**config.mk**
```make
export PLATFORM = sky130hd
export DESIGN_NAME = hazard_scoreboard_flat
export DESIGN_NICKNAME = d
export VERILOG_FILES = /design/src/rtl/hazard_scoreboard_if.sv /design/src/rtl/hazard_scoreboard.sv /design/src/flat_wrapper.sv
export SDC_FILE = /design/constraint.sdc
export NUM_CORES = 1
export LEC_CHECK = 0
export BUFFER_PORTS_ARGS = -buffer_cell sky130_fd_sc_hd__buf_2
export CAP_MARGIN = 20
export CORE_UTILIZATION = 59
export CTS_CLUSTER_DIAMETER = 50
export DETAILED_ROUTE_END_ITERATION = 10
export GPL_TIMING_DRIVEN = 1
export PLACE_DENSITY = 0.9
export SYNTH_ARGS = -nofsm -noshare
export SYNTH_HDL_FRONTEND = slang
export SYNTH_SLANG_ARGS = --single-unit
```
**constraint.sdc**
```tcl
create_clock -name CLK -period 5 [get_ports CLK]
set_input_delay 0.25 -clock CLK [delete_from_list [all_inputs] [get_ports CLK]]
set_output_delay 0.25 -clock CLK [all_outputs]
set_load 0.02 [all_outputs]
```
**src/rtl/hazard_scoreboard_if.sv**
```systemverilog
// rtl/hazard_scoreboard_if.sv - decode/hazard signal bundle between decode stage and hazard scoreboard
//
// Purpose: groups the decode-stage request signals and the hazard controller
// responses into one bundle.
// Ports (signals):
//   pipe_adv                      pipeline advances this cycle
//   id_valid, id_rs, id_rt        decode instruction valid and source selects
//   id_use_rs, id_use_rt          source actually read
//   id_wen, id_wsel, id_load      destination write enable/select, LW flag
//   id_branch, id_bne, id_equal   BEQ/BNE in decode, BNE select, operands equal
//   id_jump                       J/JAL/JR in decode
//   ctr_clear                     clear performance counters
//   stall, redirect, flush        hazard controls back to the pipeline
//   busy                          per-register pending-result flags
//   stall_cycles, redirect_count  performance counters
// Modports: master = decode side (drives requests), slave = scoreboard.
interface hazard_scoreboard_if #(
  parameter int NREGS  = 32,
  parameter int PERF_W = 32
) ();
  localparam int REG_W = $clog2(NREGS);

  logic              pipe_adv;
  logic              id_valid;
  logic [REG_W-1:0]  id_rs;
  logic [REG_W-1:0]  id_rt;
  logic              id_use_rs;
  logic              id_use_rt;
  logic              id_wen;
  logic [REG_W-1:0]  id_wsel;
  logic              id_load;
  logic              id_branch;
  logic              id_bne;
  logic              id_equal;
  logic              id_jump;
  logic              ctr_clear;
  logic              stall;
  logic              redirect;
  logic              flush;
  logic [NREGS-1:0]  busy;
  logic [PERF_W-1:0] stall_cycles;
  logic [PERF_W-1:0] redirect_count;

  modport master (
    output pipe_adv, id_valid, id_rs, id_rt, id_use_rs, id_use_rt,
           id_wen, id_wsel, id_load, id_branch, id_bne, id_equal,
           id_jump, ctr_clear,
    input  stall, redirect, flush, busy, stall_cycles, redirect_count
  );

  modport slave (
    input  pipe_adv, id_valid, id_rs, id_rt, id_use_rs, id_use_rt,
           id_wen, id_wsel, id_load, id_branch, id_bne, id_equal,
           id_jump, ctr_clear,
    output stall, redirect, flush, busy, stall_cycles, redirect_count
  );
endinterface

```
**src/rtl/hazard_scoreboard.sv**
```systemverilog
// rtl/hazard_scoreboard.sv - per-register latency scoreboard with branch redirect and fetch flush
//
// Purpose: decode-stage hazard controller. Tracks, per architectural register,
// how many pipeline advances remain before its pending result is forwardable,
// stalls decode while a consumed source is busy, redirects fetch on taken
// branches/jumps and flushes IF/ID for FLUSH_CYC advancing cycles afterwards.
// Ports:
//   CLK   clock
//   nRST  synchronous active-low reset
//   sb    hazard_scoreboard_if.slave (decode requests in, hazard controls and
//         performance counters out)
module hazard_scoreboard #(
  parameter int NREGS     = 32,
  parameter int ALU_LAT   = 0,
  parameter int LD_LAT    = 1,
  parameter int FLUSH_CYC = 1,
  parameter int PERF_W    = 32
) (
  input  logic               CLK,
  input  logic               nRST,
  hazard_scoreboard_if.slave sb
);
  localparam int REG_W   = $clog2(NREGS);
  localparam int MAX_LAT = (ALU_LAT > LD_LAT) ? ALU_LAT : LD_LAT;
  // Keep at least one bit of counter even when both latencies are zero.
  localparam int CNT_W   = (MAX_LAT < 1) ? 1 : $clog2(MAX_LAT + 1);
  localparam int FLUSH_W = $clog2(FLUSH_CYC + 1);

  localparam logic [CNT_W-1:0]   ALU_SET   = CNT_W'(ALU_LAT);
  localparam logic [CNT_W-1:0]   LD_SET    = CNT_W'(LD_LAT);
  localparam logic [FLUSH_W-1:0] FLUSH_SET = FLUSH_W'(FLUSH_CYC);

  logic [CNT_W-1:0]   cnt [NREGS];
  logic [FLUSH_W-1:0] flush_cnt;
  logic [PERF_W-1:0]  stall_cycles_q;
  logic [PERF_W-1:0]  redirect_count_q;

  logic [NREGS-1:0]   busy_vec;
  logic               flush_c;
  logic               stall_c;
  logic               issue;
  logic               taken;
  logic               redirect_c;
  logic               sb_write;
  logic [CNT_W-1:0]   set_val;

  // Register 0 is never written (sb_write excludes it), so its counter stays 0.
  always_comb begin
    busy_vec = '0;
    for (int r = 0; r < NREGS; r++) begin
      busy_vec[r] = (cnt[r] != '0);
    end
  end

  assign flush_c = (flush_cnt != '0);

  // Sources are checked against the pre-update scoreboard, so an instruction
  // whose destination equals its own source never stalls on itself.
  assign stall_c = sb.id_valid & ~flush_c &
                   ((sb.id_use_rs & busy_vec[sb.id_rs]) |
                    (sb.id_use_rt & busy_vec[sb.id_rt]));

  assign issue      = sb.id_valid & sb.pipe_adv & ~stall_c & ~flush_c;
  assign taken      = sb.id_jump | (sb.id_branch & (sb.id_equal ^ sb.id_bne));
  assign redirect_c = issue & taken;
  assign sb_write   = issue & sb.id_wen & (sb.id_wsel != '0);
  assign set_val    = sb.id_load ? LD_SET : ALU_SET;

  // Scoreboard: counts down only when the pipeline advances; a new write
  // overrides the decrement for its own entry.
  always_ff @(posedge CLK) begin
    if (!nRST) begin
      for (int r = 0; r < NREGS; r++) begin
        cnt[r] <= '0;
      end
    end else if (sb.pipe_adv) begin
      for (int r = 0; r < NREGS; r++) begin
        if (sb_write && (sb.id_wsel == REG_W'(r))) begin
          cnt[r] <= set_val;
        end else if (cnt[r] != '0) begin
          cnt[r] <= cnt[r] - 1'b1;
        end
      end
    end
  end

  // Flush window: opened by a redirect, shrinks only on advancing cycles.
  always_ff @(posedge CLK) begin
    if (!nRST) begin
      flush_cnt <= '0;
    end else if (redirect_c) begin
      flush_cnt <= FLUSH_SET;
    end else if (sb.pipe_adv && flush_cnt != '0) begin
      flush_cnt <= flush_cnt - 1'b1;
    end
  end

  // Saturating performance counters; clear wins over a same-cycle increment.
  always_ff @(posedge CLK) begin
    if (!nRST) begin
      stall_cycles_q   <= '0;
      redirect_count_q <= '0;
    end else if (sb.ctr_clear) begin
      stall_cycles_q   <= '0;
      redirect_count_q <= '0;
    end else begin
      if (stall_c && !(&stall_cycles_q)) begin
        stall_cycles_q <= stall_cycles_q + 1'b1;
      end
      if (redirect_c && !(&redirect_count_q)) begin
        redirect_count_q <= redirect_count_q + 1'b1;
      end
    end
  end

  assign sb.stall          = stall_c;
  assign sb.redirect       = redirect_c;
  assign sb.flush          = flush_c;
  assign sb.busy           = busy_vec;
  assign sb.stall_cycles   = stall_cycles_q;
  assign sb.redirect_count = redirect_count_q;
endmodule

```
**src/flat_wrapper.sv**
```systemverilog
// flat-port wrapper written by rule: the top's interface ports become plain ports
module hazard_scoreboard_flat 
#(
  parameter int NREGS     = 32,
  parameter int ALU_LAT   = 0,
  parameter int LD_LAT    = 1,
  parameter int FLUSH_CYC = 1,
  parameter int PERF_W    = 32
)
  (CLK, nRST, sb_pipe_adv, sb_id_valid, sb_id_rs, sb_id_rt, sb_id_use_rs, sb_id_use_rt, sb_id_wen, sb_id_wsel, sb_id_load, sb_id_branch, sb_id_bne, sb_id_equal, sb_id_jump, sb_ctr_clear, sb_stall, sb_redirect, sb_flush, sb_busy, sb_stall_cycles, sb_redirect_count);
  hazard_scoreboard_if #(.NREGS(NREGS), .PERF_W(PERF_W)) sb_i ();
  input  logic CLK;
  input  logic nRST;
  input wire logic [$bits(sb_i.pipe_adv)-1:0] sb_pipe_adv;
  input wire logic [$bits(sb_i.id_valid)-1:0] sb_id_valid;
  input wire logic [$bits(sb_i.id_rs)-1:0] sb_id_rs;
  input wire logic [$bits(sb_i.id_rt)-1:0] sb_id_rt;
  input wire logic [$bits(sb_i.id_use_rs)-1:0] sb_id_use_rs;
  input wire logic [$bits(sb_i.id_use_rt)-1:0] sb_id_use_rt;
  input wire logic [$bits(sb_i.id_wen)-1:0] sb_id_wen;
  input wire logic [$bits(sb_i.id_wsel)-1:0] sb_id_wsel;
  input wire logic [$bits(sb_i.id_load)-1:0] sb_id_load;
  input wire logic [$bits(sb_i.id_branch)-1:0] sb_id_branch;
  input wire logic [$bits(sb_i.id_bne)-1:0] sb_id_bne;
  input wire logic [$bits(sb_i.id_equal)-1:0] sb_id_equal;
  input wire logic [$bits(sb_i.id_jump)-1:0] sb_id_jump;
  input wire logic [$bits(sb_i.ctr_clear)-1:0] sb_ctr_clear;
  output wire logic [$bits(sb_i.stall)-1:0] sb_stall;
  output wire logic [$bits(sb_i.redirect)-1:0] sb_redirect;
  output wire logic [$bits(sb_i.flush)-1:0] sb_flush;
  output wire logic [$bits(sb_i.busy)-1:0] sb_busy;
  output wire logic [$bits(sb_i.stall_cycles)-1:0] sb_stall_cycles;
  output wire logic [$bits(sb_i.redirect_count)-1:0] sb_redirect_count;
  assign sb_i.pipe_adv = sb_pipe_adv;
  assign sb_i.id_valid = sb_id_valid;
  assign sb_i.id_rs = sb_id_rs;
  assign sb_i.id_rt = sb_id_rt;
  assign sb_i.id_use_rs = sb_id_use_rs;
  assign sb_i.id_use_rt = sb_id_use_rt;
  assign sb_i.id_wen = sb_id_wen;
  assign sb_i.id_wsel = sb_id_wsel;
  assign sb_i.id_load = sb_id_load;
  assign sb_i.id_branch = sb_id_branch;
  assign sb_i.id_bne = sb_id_bne;
  assign sb_i.id_equal = sb_id_equal;
  assign sb_i.id_jump = sb_id_jump;
  assign sb_i.ctr_clear = sb_ctr_clear;
  assign sb_stall = sb_i.stall;
  assign sb_redirect = sb_i.redirect;
  assign sb_flush = sb_i.flush;
  assign sb_busy = sb_i.busy;
  assign sb_stall_cycles = sb_i.stall_cycles;
  assign sb_redirect_count = sb_i.redirect_count;
  hazard_scoreboard #(.NREGS(NREGS), .ALU_LAT(ALU_LAT), .LD_LAT(LD_LAT), .FLUSH_CYC(FLUSH_CYC), .PERF_W(PERF_W)) u_core (.CLK(CLK), .nRST(nRST), .sb(sb_i));
endmodule
```
## Yosys cells after proc, flatten, opt, wreduce, memory -nomap -nowiden

Memory sizes are Yosys's and may differ from the RTL's.
Cells that the tools add are included.
Widths: inputs -> output; s select.

| storage, ports and cells | value |
|---|---|
| word-level logic and storage cells | 556 |
| bits of input ports | 28 |
| memories kept | 1 |
| ROM bits | 0 |
| bits in latches | 0 |
| bits in writable memories | 32 |
| register bits after elaboration | 65 |

| operators by class | value |
|---|---|
| shifts and indexed selects | 0 |
| order comparisons | 2 |
| reduce and logical (&&, ||, !) cells | 43 |
| add/sub/neg operators | 35 |
| divide/modulo/power cells | 0 |
| multiply operators | 0 |
| muxes and demuxes | 360 |
| bitwise gates (word level) | 81 |
| equal/unequal tests | 31 |

Memory list:

| memory | depth | bits a word | read ports | clocked after Yosys merged registers in | write ports | line | text |
|---|---|---|---|---|---|---|---|
| u_core.cnt | 32 | 1 | 32 | 0 | 32 | hazard_scoreboard.sv:33 | `logic [CNT_W-1:0] cnt [NREGS];` |

Operators with widths:

| cell | number |
|---|---|
| $mux 1 | 358 |
| $eq 5x5->1 const B | 16 |
| $or 1x1->1 | 66 |
| $add 32x1->32 const B | 2 |
| $reduce_and 32->1 | 2 |
| $eq 5x4->1 const B | 8 |
| $logic_and 1x1->1 | 35 |
| $sub 1x1->1 const B | 33 |
| $eq 5x3->1 const B | 4 |
| $lt 5x6->1 const B | 2 |
| $and 1x1->1 | 11 |
| $bmux 1 s5 | 2 |
| $eq 5x2->1 const B | 2 |
| $eq 5x1->1 const B | 1 |
| $logic_not 5->1 | 1 |
| $reduce_bool 5->1 | 1 |
| $not 1->1 | 3 |
| $logic_not 1->1 | 2 |
| $reduce_bool 2->1 | 1 |
| $reduce_or 2->1 | 1 |
| $xor 1x1->1 | 1 |

## Longest topological paths before layout

Gate-level depths: netlist (run 1).

| depth | value |
|---|---|
| depth in word-level cells | 17 |
| mapped depth | 11 |
| mapped depth without buffers | 8 |

## Worst setup path after synthesis (run 1)

No wires, ideal clock.

| timing path | value |
|---|---|
| kind | flip-flop to flip-flop |
| start point | mem u_core.cnt[1][15] (netlist bit) |
| end point | mem u_core.cnt[1][1] (netlist bit), enable pin |
| setup time | 0.327 ns |
| cell stages (with the launch flop) | 9 |
| setup slack | 2.271 ns |
| required time | 4.673 ns |
| arrival | 2.402 ns |
| cell sequence | edfxtp_1 mux4_2 mux2_2 a2bb2oi_1 a22oi_2 buf_4 nand3_1 clkbuf_1 o311ai_1 |

RTL lines:

| element | line |
|---|---|
| start: declaration | hazard_scoreboard.sv:33 |

==> results.toml, run 1 <==
[synth]
async_reset_ff_share_pct = 0
synth_top_cell_by_area = "dfxtp_1"
synth_area_sq_um = 5550
netlist-cell-type-count = 56
synth_edf_count = 31
synth_flop_cell = "dfxtp_1"
syn_area_per_cell_sq_um = 8.81
synth_area_leaders = "dfxtp_1 24%, edfxtp_1 17%, mux4_2 6.5%, nand2_1 5.7%, nand3_1 3.9%"
syn-instance-count = 630
synth-seq-area-share_pct = 40.6
synth_top_area_share_pct = 23.8
yosysWarnings = 0
synth_fp_nets = 660
yosys_register_bits = 97

[setup_path]
crit_path_start_kind = "register"
worstPathCellList = "mux4_2 > mux2i_1 > a221oi_1 > a22oi_2 > nand3_1 > or2_1 > nor2_1"
slowest_stage = "nand3_1"
cpPeakStageDelay_ps = 620
crit_fanout = 16
crit_required_ps = 5210
critPathCaptureType = "register"
arrival_ps = 3820
crit_type = "register to register"
reg2reg_depth = 7

[timing]
finalSetupViolCount = 0
setup_slack_ps = 1390
hold_viol_final = 0
skew_ps = 14.8
hold_slack_ps = 231
layout_worst_path_cycle_share_pct = 72.2
relSlewSlack_pct = 29.5
rsz0062_at_grt = "no"
report.final.slew_viol_count = 0
tns_ps = 0
tightest_slew_ps = 1060
fmax_ghz = 0.277
period_minus_slack_ps = 3610

[grt]
grt-ovfl-total = 0
grt.total_usage_pct = 31.0
grt.busiest_layer = "met2"
grt_use_met2_pct = 51.2
antenna_found_initial = 0
grt_pass1_vias = 4985
grt_max_degree = 52
grt_use_met1_pct = 38.9
grt_pass1_wl_um = 24200
met3_usage_pct = 5.67

[clock_tree]
cts_resized = 0
ctsHoldBuffers = 0
cts_htree_levels = 3
cts_tree = "done"
cts.clk_slew.worst_paths_ps = 100
clk_latency_ps = 370
cts.sinks = 97
cts_buffers = 9
clockBufferDepth = 2
root_buffer = "clkbuf_8"
post_cts_buffers = 0

[final_layout]
areaGrowthSynthToFinish_pct = 14.4
layout-drive-gt1-share_pct = 22.8
final_util_pct = 69.1
antennaDiodeCount = 0
finalInstanceArea_sq_um = 6350
layout.nets = 759

[placement]
portBuffers = 126
gp_congestion = 1.04
place_hpwl_um = 10800
place_area_sq_um = 6160
post-place-ws_ps = 1390

[drt]
drt-total-wl_um = 15300
num_vias = 5540
drt_iter0_drc = 382
vias_per_cell = 6.56
drtPass1Iterations = 9
routedWlPerCell_um = 18.1
drc = 0
antenna_left = 0

[power_and_ir_drop]
leakagePower_nw = 2.36
power.density_nw_per_um2 = 246
ir_drop_v = 0.000162

[worst_hold_path]
whs_path_depth = 3
hold_path_class = "input pin to register"

[floorplan]
die_area_sq_um = 9800
chipHeight_um = 99.0
rows = 35
core_sq_um = 9200
io_pins = 127
dieWidth_um = 99.0
start_util_pct = 60.4

[job]
maxCapViolCount = 0

[run_status]
status = "finished, final reports clean"
==> cell usage in the layout (no fill, tap or decap), types with 22 or more instances in the layout <==
master    instances
a21oi_1          32
buf_2           126
dfxtp_1          66
edfxtp_1         31
nand2_1          84
nand3_1          43
nor2_1           42
o211ai_1         25
or3_1            22
==> where the power goes <==
group	total, mW	switching (mW)	internal [mW]	leakage (nW)
Combinational	0.188	0.118	0.0704	1.40
Sequential	0.856	0.0252	0.831	0.857
Clock	0.518	0.291	0.227	0.102
Total	1.56	0.434	1.13	2.36
==> area by class of cell <==
| cell class | count | area, sq um |
|---|---|---|
| clock inverter | 4 | 31.3 |
| tap | 111 | 139 |
| fill | 713 | 2850 |
| timing repair buffer | 127 | 638 |
| multi-input combinational | 474 | 3050 |
| inverter | 20 | 75.1 |
| sequential | 97 | 2250 |
| clock buffer | 11 | 163 |
==> cells in the mapped netlist (all sizes together), types with 5 or more instances <==
| master | number |
|---|---|
| a21oi | 32 |
| a31oi | 14 |
| and2 | 6 |
| and3 | 10 |
| buf | 11 |
| clkbuf | 28 |
| dfxtp | 66 |
| edfxtp | 31 |
| inv | 20 |
| mux2i | 14 |
| mux4 | 16 |
| nand2 | 84 |
| nand2b | 10 |
| nand3 | 43 |
| nand4 | 18 |
| nor2 | 42 |
| nor2b | 10 |
| nor3 | 6 |
| nor4 | 6 |
| o211ai | 25 |
| o21ai | 21 |
| o311ai | 5 |
| o31ai | 14 |
| or2 | 16 |
| or3 | 22 |
| or4 | 19 |
| xor2 | 6 |
==> metal layers <==
layer,vias to the layer above,share of wire [%]
met5,-,0
met2,368,48
met4,0,4.9
met1,2543,37
met3,77,10
li1,2552,-
==> logic make-up (layout without fill, tap and decap cells) <==
kind of cell / after synthesis / after routing / share of synthesized area, %
mux: 31 / 31 / 9.22
simple gates: 299 / 299 / 27.8
fa+ha+maj: 2 / 2 / 0.451
flops: 97 / 97 / 40.6
other cells: 1 / 1 / 0.0676
compound gates: 131 / 131 / 15.8
xor+xnor: 10 / 10 / 1.58
buf+inv: 59 / 162 / 4.51
==> worst paths after layout <==
path	start	end	slack (ps)
max	u_core.cnt[0][3]$_SDFFCE_PN0P_	u_core.cnt[0][3]$_SDFFCE_PN0P_	1390
min	sb_id_load	u_core.cnt[1][0]$_DFF_P_	230
max reg2reg	u_core.cnt[0][3]$_SDFFCE_PN0P_	u_core.cnt[0][3]$_SDFFCE_PN0P_	1390
min reg2reg	u_core.sb.flush$_SDFFE_PN0P_	u_core.sb.flush$_SDFFE_PN0P_	500
==> state kept, by name, indices dropped and copies added (netlist names) <==
signal                    cells
u_core.cnt                   32
u_core.sb.flush               1
u_core.sb.redirect_count     32
u_core.sb.stall_cycles       32
==> critical path: cells and delay by family, from the launching register on <==
family,cells,cell delay (ps)
AOI/OAI and AO/OA,2,780
and+or+nand+nor,3,1420
DFF,1,490
muxes,2,770
==> stage by stage <==
step	std cells	total power, mW
after CTS	844	1.56
after global routing	844	1.61
after floorplan	630	0.995
after detailed placement	829	1.06
final	844	1.56
after global placement	829	1.05
Note: power is estimated with default switching activity, not from simulation.
==> run 2, diff against run 1 <==
--- a/config.mk
+++ b/config.mk
@@ -5,13 +5,14 @@
 export SDC_FILE = /design/constraint.sdc
 export NUM_CORES = 1
 export LEC_CHECK = 0
+export ABC_AREA = 1
 export BUFFER_PORTS_ARGS = -buffer_cell sky130_fd_sc_hd__buf_2
 export CAP_MARGIN = 20
-export CORE_UTILIZATION = 59
+export CORE_UTILIZATION = 51
 export CTS_CLUSTER_DIAMETER = 50
 export DETAILED_ROUTE_END_ITERATION = 10
 export GPL_TIMING_DRIVEN = 1
-export PLACE_DENSITY = 0.9
+export PLACE_DENSITY = 0.81
 export SYNTH_ARGS = -nofsm -noshare
 export SYNTH_HDL_FRONTEND = slang
 export SYNTH_SLANG_ARGS = --single-unit
==> constraint.sdc (replaced) <==
create_clock -name CLK -period 3.1 [get_ports CLK]
set_input_delay 0.155 -clock CLK [delete_from_list [all_inputs] [get_ports CLK]]
set_output_delay 0.155 -clock CLK [all_outputs]
set_load 0.02 [all_outputs]
==> results.toml, run 2 <==
[run_status]
status = "finished, final reports clean"

[setup_path]
crit_fanout = 25
worstPathCellList = "nand2_1 > nand3_1 > nand3_1 > nand2_1 > nand2_1 > nand3_1 > nand3_1 > nand2_4 > nor2_8 > buf_4 > nand2_1 > inv_1 > buf_2"
cpPeakStageDelay_ps = 520
crit_path_start_kind = "register"
crit_type = "register to primary output"
slowest_stage = "edfxtp_1"
crit_required_ps = 2940
arrival_ps = 2370
critPathCaptureType = "primary output"

[synth]
async_reset_ff_share_pct = 0
syn_area_per_cell_sq_um = 6.77
synth_fp_nets = 1032
syn-instance-count = 1002
synth.most_common_cell = "nand2_1"
synth_edf_count = 31
synth_area_leaders = "dfxtp_1 19%, nand2_1 15%, edfxtp_1 14%, nand3_1 7.4%, nand4_1 6.8%"
yosys_register_bits = 97
synth_area_sq_um = 6790
netlist-cell-type-count = 41
synth_common_cells = "269 x nand2_1, 101 x nand3_1, 99 x nor2_1"
synth-seq-area-share_pct = 33.2
synth_top_cell_by_area = "dfxtp_1"
yosysWarnings = 0
synth_flop_cell = "dfxtp_1"
synth_top_area_share_pct = 19.5

[final_layout]
seq_area_sq_um = 2250
final_cell_mix = "269 x nand2_1, 126 x buf_2, 101 x nand3_1"
layout.nets = 1129
layout-drive-gt1-share_pct = 17.2
nFillCells = 1236
multi_input_area_sq_um = 3920
final_util_pct = 60.4
final_common_cell = "nand2_1"
areaGrowthSynthToFinish_pct = 13.8

[timing]
relSlewSlack_pct = 47.5
hold_slack_ps = 244
period_minus_slack_ps = 2520
finalSetupViolCount = 0
tns_ps = 0
hold_viol_final = 0
report.final.slew_viol_count = 0
skew_ps = 7.63
tightest_slew_ps = 787
layout_worst_path_cycle_share_pct = 81.4
rsz0062_at_grt = "no"
fmax_ghz = 0.396

[grt]
grt_pass1_vias = 6671
antenna_found_initial = 1
grt.total_usage_pct = 29.4
grt-ovfl-total = 0
grt.busiest_layer = "met2"
grt_use_met1_pct = 40.0
grt_use_met2_pct = 46.1
met3_usage_pct = 6.27
grt_pass1_wl_um = 33300
grt_max_degree = 55

[floorplan]
rows = 41
io_pins = 127
core_sq_um = 12800
die_area_sq_um = 13800
dieWidth_um = 117
start_util_pct = 53.1
chipHeight_um = 117

[clock_tree]
post_cts_buffers = 0
cts_resized = 0
cts_buffers = 9
cts.sinks = 97
cts_tree = "done"
clk_latency_ps = 350
ctsHoldBuffers = 0
root_buffer = "clkbuf_16"
cts_htree_levels = 3
cts.clk_slew.worst_paths_ps = 70
clockBufferDepth = 2

[power_and_ir_drop]
combPwrFrac_pct = 13.2
switching_share_pct = 27.6
power.share.clock_pct = 38.9
p_int_mw = 2.09
ir_drop_v = 0.000289
seq_power_share_pct = 48.0
p_switching_mw = 0.796
power.density_nw_per_um2 = 374
leakagePower_nw = 3.17

[drt]
drt-total-wl_um = 20200
routedWlPerCell_um = 15.8
drtPass1Iterations = 5
antenna_left = 0
num_vias = 7416
vias_per_cell = 5.81
drt_iter0_drc = 828
drc = 0

[placement]
place_hpwl_um = 14500
gp_congestion = 0.955
portBuffers = 126

[worst_hold_path]
hold_path_class = "input pin to register"

[job]
maxCapViolCount = 0
[run 2: metrics by stage]
step	instances	power (mW)	area [sq um]	setup slack (ps)
2_1_floorplan	1002	1.68	6790	943
6_report	1277	2.89	7720	575
5_1_grt	1277	2.98	7720	415
4_1_cts	1275	2.89	7700	583
3_5_place_dp	1259	1.78	7410	657
3_3_place_gp	1259	1.78	7410	703
[run 2: worst max-delay path: cells and delay by family (launching register included)]
| family | cells | cell delay, ps |
|---|---|---|
| buf+inv | 3 | 530 |
| flops | 1 | 520 |
| simple gates | 10 | 970 |
[run 2: area by class of cell]
class,instances,share of cell area (%)
Multi-Input combinational cell,769,50.7
Clock buffer,12,3.19
Antenna cell,1,0.0324
Timing Repair Buffer,136,9.30
Clock inverter,4,0.551
Sequential cell,97,29.2
Tap cell,172,2.79
Inverter,86,4.25
[run 2: worst paths after layout]
kind | from | depth (start not counted) | slack, ps | end
hold reg to reg | u_core.sb.stall_cycles[31]$_SDFFE_PP0P_ | 2 | 490 | u_core.sb.stall_cycles[31]$_SDFFE_PP0P_
setup reg to reg | u_core.cnt[0][4]$_SDFFCE_PN0P_ | 12 | 690 | u_core.cnt[0][5]$_SDFFCE_PN0P_
setup / recovery | u_core.cnt[0][4]$_SDFFCE_PN0P_ | 13 | 580 | sb_redirect
hold / removal | nRST | 2 | 240 | u_core.cnt[0][0]$_SDFFCE_PN0P_
[run 2: cells by family (layout without fill, tap and decap cells)]
group	Yosys count	after routing	share of synthesized area, %
xor gates and xnor gates	54	54	6.97
adders and majority gates	2	2	0.369
and+or+nand+nor	616	616	42.2
DFF	97	97	33.2
buffers and inverters	136	238	9.11
other	1	2	0.0553
AOI/OAI and AO/OA	96	96	8.11
[run 2: power by group through the flow]
stage	Sequential (mW)	Clock, mW	Combinational, mW
after global placement	1.41	0	0.366
final	1.39	1.12	0.381
after global routing	1.39	1.17	0.421
after floorplan	1.43	0	0.253
after CTS	1.38	1.14	0.375
after detailed placement	1.41	0	0.373
[run 2: metal layers]
| layer | wire (um) | vias to the layer above |
|---|---|---|
| li1 | - | 3562 |
| met1 | 8650 | 3490 |
| met2 | 9260 | 324 |
| met3 | 1840 | 40 |
| met4 | 405 | 0 |
| met5 | 0 | - |
==> run 3, diff against run 2 <==
==> constraint.sdc (replaced) <==
create_clock -name CLK -period 2.1 [get_ports CLK]
set_input_delay 0.105 -clock CLK [delete_from_list [all_inputs] [get_ports CLK]]
set_output_delay 0.105 -clock CLK [all_outputs]
set_load 0.02 [all_outputs]
==> results.toml, run 3 (same netlist as run 2, synthesis figures left out) <==
[run_status]
status = "finished, violations left"
violations = "negative setup slack"

[timing]
tns_ps = -220
tightest_slew_ps = 1340
fmax_ghz = 0.461
hold_viol_final = 0
relSlewSlack_pct = 10.9
layout_worst_path_cycle_share_pct = 103
period_minus_slack_ps = 2170
finalSetupViolCount = 11
rsz0062_at_grt = "yes"
setup_slack_ps = -71.1
skew_ps = 16.6
report.final.slew_viol_count = 0

[setup_path]
crit_type = "register to primary output"
slowest_stage = "edfxtp_1"
critPathCaptureType = "primary output"
cp_num_buf_inv = 3
crit_required_ps = 2000
r2r-start = "u_core.cnt[0][3]$_SDFFCE_PN0P_"
reg2reg_depth = 15
reg2reg_slack_ps = -40
crit_fanout = 3
r2r_end = "u_core.cnt[0][10]$_SDFFCE_PN0P_"
worstPathCellList = "nand2_1 > nand3_1 > nand3_2 > nand2_1 > nand2_1 > nand3_2 > nand3_2 > nand2_4 > nor2_8 > buf_6 > nand2_2 > inv_2 > buf_6"
crit_path_start_kind = "register"
arrival_ps = 2070
critical-path-top-delay-family = "simple AND/OR/NAND/NOR gates"
cpPeakStageDelay_ps = 470

[placement]
place_hpwl_um = 15400
gp_congestion = 0.970
portBuffers = 126

[drt]
vias_per_cell = 5.98
drtPass1Iterations = 6
drt-total-wl_um = 24500
drt_iter0_drc = 1172
routedWlPerCell_um = 17.9
antenna_left = 0
drc = 0
num_vias = 8172

[final_layout]
layout.nets = 1219
final_cell_mix = "241 x nand2_1, 124 x buf_2, 98 x nor2_1"
areaGrowthSynthToFinish_pct = 34.7
seq_area_sq_um = 2260
final_util_pct = 71.5
layout-drive-gt1-share_pct = 30.6
multi_input_area_sq_um = 4320
antennaDiodeCount = 0
final_common_cell = "nand2_1"
nFillCells = 968

[floorplan]
io_pins = 127
start_util_pct = 53.1
core_sq_um = 12800
chipHeight_um = 117
die_area_sq_um = 13800
dieWidth_um = 117
rows = 41

[grt]
grt-ovfl-total = 0
grt_pass1_vias = 6831
grt.total_usage_pct = 30.6
grt_max_degree = 55
antenna_found_initial = 0
grt_pass1_wl_um = 34400

[worst_hold_path]
hold_path_class = "input pin to register"
whs_path_depth = 5
min_to = "u_core.cnt[1][0]$_DFF_P_"
hp-start = "sb_id_load"

[clock_tree]
ctsHoldBuffers = 0
cts_htree_levels = 3
root_buffer = "clkbuf_16"
cts_buffers = 9
cts.sinks = 97
clockBufferDepth = 2
cts_tree = "done"
clk_latency_ps = 360
cts.clk_slew.worst_paths_ps = 70

[job]
maxCapViolCount = 0

[power_and_ir_drop]
ir_drop_v = 0.000441
leakagePower_nw = 3.87
power.density_nw_per_um2 = 507
run 3: cell count changes in the layout (fill, tap and decap cells not counted), moves of 5 or more:
cell       delta
buf_6        +10
nand2_1      -28
nand2_4      +22
nand3_2      +10
dfxtp_2       +7
a21oi_1      -29
dfxtp_1       -8
buf_4        +63
buf_12        +5
nand3_1      -12
nand2_2       +6
clkbuf_16    +11
a21oi_2      +29
run 3: metrics by stage:
| step | setup WS (ps) | area [sq um] | std cells | total power, mW | hold WS (ps) |
|---|---|---|---|---|---|
| 5_1_grt | -150 | 9140 | 1366 | 4.77 | 218 |
| 4_1_cts | -16.8 | 8250 | 1335 | 4.42 | 174 |
| 6_report | -71.1 | 9140 | 1366 | 4.64 | 175 |
| 2_1_floorplan | 58.1 | 6790 | 1002 | 2.49 | 337 |
| 3_5_place_dp | -0.534 | 7870 | 1311 | 2.70 | 486 |
| 3_3_place_gp | -16.5 | 7870 | 1311 | 2.69 | 464 |
run 3: worst max path at each step:
stage,depth (start not counted),from,slack [ps],endpoint
floorplan,12,u_core.sb.redirect_count[0]$_SDFFE_PP0P_,60,u_core.sb.redirect_count[10]$_SDFFE_PP0P_
global placement,12,u_core.cnt[0][0]$_SDFFCE_PN0P_,-20,u_core.cnt[1][12]$_DFFE_PP_
detailed placement,14,u_core.cnt[1][1]$_DFFE_PP_,-0.5,u_core.sb.redirect_count[31]$_SDFFE_PP0P_
CTS,13,u_core.cnt[0][0]$_SDFFCE_PN0P_,-20,u_core.cnt[1][4]$_DFFE_PP_
global route,15,u_core.cnt[0][8]$_SDFFCE_PN0P_,-150,u_core.cnt[0][10]$_SDFFCE_PN0P_
finish,13,u_core.cnt[0][3]$_SDFFCE_PN0P_,-70,sb_redirect
run 3: power breakdown:
group / leakage, nW / internal, mW / switching, mW
Clock: 0.155 / 0.981 / 0.766
Combinational: 2.85 / 0.332 / 0.523
Sequential: 0.859 / 1.98 / 0.0533
run 3: worst register-to-register path, stage by stage (launching register included):
cell	delay, ps
edfxtp_1	470
nand2_1	100
nand3_1	100
nand3_2	90
nand2_1	60
nand2_1	80
nand3_2	70
nand3_2	90
nand2_4	90
nor2_8	140
buf_8	150
nand2_2	90
nor2_4	160
buf_6	130
nand2_1	70
nor2_1	110
run 3: repair_timing:
item / in CTS / in global routing
pin swaps: 4 / 50
cloned: 0 / 14
setup buffers: 8 / 17
resized for setup: 6 / 122
setup endpoints to repair: 26 / 100
run 3: routing by layer:
layer | vias up | track usage (%) | routed length, um
li1 | 3748 | - | -
met1 | 3798 | 42.6 | 9780
met2 | 532 | 47.9 | 11400
met3 | 94 | 4.91 | 2520
met4 | 0 | 10.1 | 815
met5 | - | 0 | 0
run 3: layout make-up:
class	count	area share (%)
Clock buffer	14	3.23
Clock inverter	2	0.164
Inverter	86	3.59
Multi-Input combinational cell	769	47.2
Sequential cell	97	24.8
Tap cell	172	2.35
Timing Repair Buffer	226	18.6
